===== config.mk =====
export PLATFORM = sky130hd
export DESIGN_NAME = nand_xor_comp_4_2_row
export DESIGN_NICKNAME = d
export VERILOG_FILES = /design/src/rtl/nand_xor_comp_4_2_row_pkg.sv /design/src/rtl/nand_xor_comp_4_2_row_cell.sv /design/src/rtl/nand_xor_comp_4_2_row.sv
export SDC_FILE = /design/constraint.sdc
export NUM_CORES = 1
export LEC_CHECK = 0
export BUFFER_PORTS_ARGS = -buffer_cell sky130_fd_sc_hd__buf_2
export CAP_MARGIN = 15
export CORE_MARGIN = 4
export CORE_UTILIZATION = 40
export CTS_CLUSTER_SIZE = 30
export DETAILED_ROUTE_END_ITERATION = 8
export HOLD_SLACK_MARGIN = 0.15
export PLACE_DENSITY = 0.71
export SLEW_MARGIN = 20
export SYNTH_ARGS = -nofsm -noshare
export SYNTH_HDL_FRONTEND = slang
export SYNTH_SLANG_ARGS = --single-unit

===== constraint.sdc =====
create_clock -name sys_clk -period 1.2 [get_ports sys_clk]
set_clock_uncertainty 0.15 [all_clocks]
set_input_delay 0.18 -clock sys_clk [delete_from_list [all_inputs] [get_ports sys_clk]]
set_output_delay 0.18 -clock sys_clk [all_outputs]
set_load 0.01 [all_outputs]

===== src/rtl/nand_xor_comp_4_2_row_pkg.sv =====
// Shared constants and helpers for the 4:2 compressor row.
package nand_xor_comp_4_2_row_pkg;

    localparam int unsigned WIDTH_DEFAULT = 16;

    // xor=1 with nand=0 would mean i0^i1=1 and i0&i1=1 at once, which cannot happen.
    function automatic logic is_illegal_enc(input logic x, input logic n);
        return x & ~n;
    endfunction

endpackage


===== src/rtl/nand_xor_comp_4_2_row_cell.sv =====
// One combinational 4:2 compressor lane fed with pre-encoded i0/i1.
module nx_comp42_cell (
    input  logic i0_xor_i1,
    input  logic i0_nand_i1,
    input  logic i2,
    input  logic i3,
    input  logic ci,
    output logic co,
    output logic c,
    output logic d
);

    logic t;

    // co depends only on i0/i1/i2, so the horizontal chain is one mux deep per lane.
    assign co = i0_xor_i1 ? i2 : ~i0_nand_i1;
    assign t  = i0_xor_i1 ^ i2 ^ i3;
    assign d  = t ^ ci;
    assign c  = t ? ci : i3;

endmodule


===== src/rtl/nand_xor_comp_4_2_row.sv =====
// Registered row of WIDTH 4:2 compressor lanes with lane-to-lane co->ci chaining.
module nand_xor_comp_4_2_row
    import nand_xor_comp_4_2_row_pkg::*;
#(
    parameter int unsigned WIDTH = WIDTH_DEFAULT
) (
    input  logic             sys_clk,
    input  logic             sys_rst_n,
    input  logic             in_valid,
    input  logic [WIDTH-1:0] i0_xor_i1,
    input  logic [WIDTH-1:0] i0_nand_i1,
    input  logic [WIDTH-1:0] i2,
    input  logic [WIDTH-1:0] i3,
    input  logic             ci_in,
    output logic             out_valid,
    output logic [WIDTH-1:0] d,
    output logic [WIDTH-1:0] c,
    output logic             co_out,
    output logic             enc_err
);

    logic [WIDTH:0]   ci_chain;
    logic [WIDTH-1:0] sum_comb;
    logic [WIDTH-1:0] carry_comb;
    logic [WIDTH-1:0] illegal_vec;

    assign ci_chain[0] = ci_in;

    genvar gi;
    generate
        for (gi = 0; gi < WIDTH; gi++) begin : g_lane
            nx_comp42_cell u_cell (
                .i0_xor_i1  (i0_xor_i1[gi]),
                .i0_nand_i1 (i0_nand_i1[gi]),
                .i2         (i2[gi]),
                .i3         (i3[gi]),
                .ci         (ci_chain[gi]),
                .co         (ci_chain[gi+1]),
                .c          (carry_comb[gi]),
                .d          (sum_comb[gi])
            );
            assign illegal_vec[gi] = is_illegal_enc(i0_xor_i1[gi], i0_nand_i1[gi]);
        end
    endgenerate

    logic             valid_q;
    logic [WIDTH-1:0] sum_q,   sum_d;
    logic [WIDTH-1:0] carry_q, carry_d;
    logic             co_q,    co_d;
    logic             err_q,   err_d;

    // Result registers only load on accepted vectors; otherwise they hold.
    always_comb begin
        sum_d   = sum_q;
        carry_d = carry_q;
        co_d    = co_q;
        err_d   = err_q;
        if (in_valid) begin
            sum_d   = sum_comb;
            carry_d = carry_comb;
            co_d    = ci_chain[WIDTH];
            err_d   = |illegal_vec;
        end
    end

    always_ff @(posedge sys_clk or negedge sys_rst_n) begin
        if (!sys_rst_n) begin
            valid_q <= 1'b0;
            sum_q   <= '0;
            carry_q <= '0;
            co_q    <= 1'b0;
            err_q   <= 1'b0;
        end else begin
            valid_q <= in_valid;
            sum_q   <= sum_d;
            carry_q <= carry_d;
            co_q    <= co_d;
            err_q   <= err_d;
        end
    end

    assign out_valid = valid_q;
    assign d         = sum_q;
    assign c         = carry_q;
    assign co_out    = co_q;
    assign enc_err   = err_q;

endmodule


# Word level (Yosys, flattened, before mapping)
# Index checks and enable logic that the tools add are counted.
# W data, S select, Z words.
[op_classes]
muxes = 32
n_bitwise = 80
n_reduce_logical = 1
[ops]
columns = ["cell", "n"]
rows = [
  ["$xor A1 B1 Y1", 48],
  ["$mux W1", 32],
  ["$and A1 B1 Y1", 16],
  ["$not A1 Y1", 16],
  ["$reduce_or A16 Y1", 1],
]
[totals]
register_bits = 35

# Longest topological paths before layout
[depth]
ltp_word = 3
depth_mapped = 4
mapped_depth_nobuf = 4

# By module
# From an unflattened synthesis, not the netlist that was laid out.
[unflattened]
hier_cells = 194
area_unflattened_um2 = 2302.2
[by_module_without_submodules]
columns = ["mod", "n_inst", "cells_per_inst", "seq_area_each_um2", "area_per_inst_um2"]
rows = [
  ["nand_xor_comp_4_2_row", 1, 98, 875.8, 1561.5],
  ["nx_comp42_cell", 16, 6, 0.0, 46.3],
]

# Least setup slack after synthesis
# Ideal clock, no wire load.
[synth_path]
path_type = "input to register"
from = "in i0_xor_i1[10]"
to = "reg carry_q[10] (netlist: c[10])"
t_required_ns = 0.925
setup_slack_ns = 0.017
n_path_buf = 0
stages = 3
arrival_ns = 0.908
path_cell_list = "xor2_1 maj3_1 mux2_2"
[synth_via]
elab_chain_len = 3
[synth_rtl]
columns = ["item", "line", "source"]
rows = [
  ["start: declaration", "nand_xor_comp_4_2_row.sv:10", "input logic [WIDTH-1:0] i0_xor_i1,"],
  ["$xor A1 B1 Y1 (2 in series)", "nand_xor_comp_4_2_row_cell.sv:17", "assign t = i0_xor_i1 ^ i2 ^ i3;"],
  ["$mux W1", "nand_xor_comp_4_2_row_cell.sv:19", "assign c = t ? ci : i3;"],
  ["end signal: assignment", "nand_xor_comp_4_2_row.sv:76", "carry_q <= carry_d;"],
  ["end: declaration", "nand_xor_comp_4_2_row.sv:48", "logic [WIDTH-1:0] carry_q, carry_d;"],
]
# Every way passes these cells.
# A chain may end at the register's enable or synchronous reset.

# Worst setup path after layout
[layout_path]
from = "in i0_xor_i1[6]"
to = "reg err_q (netlist: enc_err)"
[layout_via]
elab_chain_len = 2
[layout_rtl]
columns = ["item", "line", "source"]
rows = [
  ["$and A1 B1 Y1", "nand_xor_comp_4_2_row_pkg.sv:8", "return x & ~n;"],
  ["$reduce_or A16 Y1", "nand_xor_comp_4_2_row.sv:62", "err_d = |illegal_vec;"],
  ["end signal: assignment", "nand_xor_comp_4_2_row.sv:78", "err_q <= err_d;"],
  ["end: declaration", "nand_xor_comp_4_2_row.sv:50", "logic err_q, err_d;"],
]
# Every way passes these cells.

==> impl_metrics.csv <==
group,metric,value,unit
flow_run,drv_cap,0,
clock_network,cts.clk_slew.worst_paths,70,ps
sta,whs,141,ps
detailed_routing,firstDrtPassIters,4,
global_routing,grt_pass1_wl,8420,um
place,post-place-ws,-289,ps
sta,hold_viol,0,
floorplan,fp-row-count,26,
detailed_routing,drt_iter0_drc,12,
synth,syn-num-nets,276,
sta,slew_violations,0,
floorplan,die_w,81.5,um
finish,final_common_cell,"buf_2",
detailed_routing,antenna_left,0,
finish,antenna_cells,0,
finish,final_area,3110,um2
pwr,powerDensity,1180,nW/um2
worst_setup_path,worstSetupPathType,"input pin to register",
place,gp_congestion,0.712,
place,placed_cell_area,2970,um2
synth,yosysSeqAreaShare,0.406,
global_routing,overflow,0,
worst_setup_path,worst_setup_path_start_kind,"input pin",
finish,nets,410,
synth,synth.avg_cell_area,10.4,um2
synth,synthMuxAreaShare,0.127,
finish,final_cell_mix,"buf_2 (102), dfrtp_1 (35), xnor2_1 (24), buf_4 (24), xor2_1 (22)",
worst_setup_path,crit_buf_inv,1,
finish,area_growth,43.8,%
clock_network,cts_tree,"yes",
floorplan,ios,103,
floorplan,start_util,0.418,
sta,rsz0062_at_grt,"false",
clock_network,cts_sinks,35,
worst_setup_path,critical-path-max-stage-delay,380,ps
sta,fin_crit,1150,ps
worst_setup_path,path_delay_family,"compound AO/OA/AOI/OAI gates",
floorplan,core,5170,um2
place,portBuffers,102,
detailed_routing,wl_per_cell,12.7,um
global_routing,grt_max_degree,36,
synth,synth_cell_type_count,25,
place,dp_hpwl,4380,um
sta,finalSetupTns,0,ps
sta,worst_slew_pin_slew,434,ps
global_routing,track_usage,0.167,
worst_setup_path,cp-end-kind,"register",
global_routing,antenna_found_initial,0,
synth,synth_compound_area_frac,0.0840,
worst_setup_path,worstPathMaxFanout,3,
finish,drive_gt1_frac,0.478,
synth,synth_xor_area_frac,0.197,
clock_network,numCtsBuffers,5,
worst_setup_path,cp_data_required_time,1200,ps
synth,synth_fa_ha_area_frac,0.0742,
global_routing,grt_pass1_vias,1938,
synth,synth_area,2160,um2
sta,worst_slack,46.4,ps
synth,yosys.area_share.simple,0.0747,
synth,postSynthCellCount,208,
clock_network,cts_root_buffer,"clkbuf_8",
synth,yosys_warnings,0,
worst_hold_path,hold_path.class,"input pin to register",
sta,fmax,0.867,GHz
status,status,"completed",
detailed_routing,num_vias,1901,
floorplan,die_y,81.5,um
pwr,peakVddDrop,0.000924,V
floorplan,dieArea,6640,um2
detailed_routing,drc,0,
clock_network,h-tree-depth,2,
worst_setup_path,path_cells,"buf_2 > or2b_1 > o2111ai_1 > a2111oi_1 > a31oi_1",
worst_setup_path,arrival,1150,ps
detailed_routing,wl,5230,um
worst_setup_path,crit_slowest_cell,"a2111oi_1",
clock_network,clock_latency,280,ps
sta,finalCritPeriodShare,0.961,
pwr,finalPower,3.68,mW
detailed_routing,viasPerCell,4.60,
pwr,power_leakage,1.52,nW
sta,finalSetupViolations,0,
synth,ys_seq_elements,35,
clock_network,clockBufferDepth,2,
sta,slew_headroom,0.710,
synth,synth_top_family_by_area,"XOR/XNOR gates",
[worst min-delay path, cell delays in order]
cell	delay (ps)
buf_2	100
xor2_1	70
xnor2_1	130
a21oi_1	60
[kinds of logic (layout without fill, tap and decap cells)]
kind of cell,count (synthesis),in the layout
compound gates,32,32
xor+xnor,47,47
fa+ha+maj,15,15
buf+inv,20,155
flops,35,35
mux,25,25
simple gates,34,34
[synthesized netlist by cell type]
cell type	instances	area [um2]
dfrtp_1	35	876
xnor2_1	24	210
xor2_1	22	193
mux2_2	20	225
a21oi_1	16	80.1
inv_1	15	56.3
nor2_1	14	52.6
maj3_2	8	90.1
nand2_1	8	30.0
maj3_1	7	70.1
o21ai_1	7	35.0
mux2i_1	5	50.1
nor2b_1	5	31.3
buf_2	4	20.0
or2b_1	4	30.0
o22ai_1	3	18.8
nand2b_1	2	12.5
o2111ai_1	2	17.5
a2111oi_0	1	8.76
a211oi_1	1	7.51
a21o_1	1	7.51
a31oi_1	1	6.26
clkbuf_1	1	3.75
nor3_1	1	5.00
xnor3_1	1	22.5
[final cells by class]
cell class | instances | area [um2]
Tap cell | 70 | 87.6
Sequential cell | 35 | 876
Timing Repair Buffer | 132 | 781
Multi-Input combinational cell | 153 | 1200
Fill cell | 483 | 2070
Inverter | 15 | 56.3
Clock buffer | 8 | 100
[layer usage]
metal	vias up	global-route usage	share of wire
met4	0	0.0490	0.010
met2	61	0.305	0.51
met5	-	0	0
met3	8	0.0493	0.083
li1	962	-	-
met1	870	0.185	0.40
[worst paths after layout]
path,startpoint,to,slack [ps],cells after the start
min in group asynchronous,sys_rst_n,c[13]$_DFFE_PN0P_,240,3
worst min register to register,c[0]$_DFFE_PN0P_,c[0]$_DFFE_PN0P_,330,1
worst min-delay path,i3[2],d[2]$_DFFE_PN0P_,140,4
max in group asynchronous,sys_rst_n,d[7]$_DFFE_PN0P_,470,3
worst max register to register,c[14]$_DFFE_PN0P_,c[14]$_DFFE_PN0P_,280,1
worst max-delay path,i0_xor_i1[6],enc_err$_DFFE_PN0P_,50,5
[through the flow]
stage          instances  utilization
6_report             413        0.600
5_1_grt              413        0.600
4_1_cts              412        0.598
3_5_place_dp         402        0.575
3_3_place_gp         402        0.575
2_1_floorplan        208            -
[repair_timing]
item	in CTS	in global routing
endpoints found under the setup margin	0	1
setup buffers	0	0
gates resized for setup	0	1
endpoints found under the hold margin	46	1
hold buffers	2	1
[power by group]
group	internal (mW)	switching (mW)	leakage, nW
sequential	1.39	0.102	0.402
clock	0.524	0.409	0.0515
combinational	0.671	0.578	1.07
[state kept, by name, indices dropped and copies added (netlist names)]
signal     count
c             16
co_out         1
d             16
enc_err        1
out_valid      1
No activity file was read; power rests on OpenSTA's default activity.
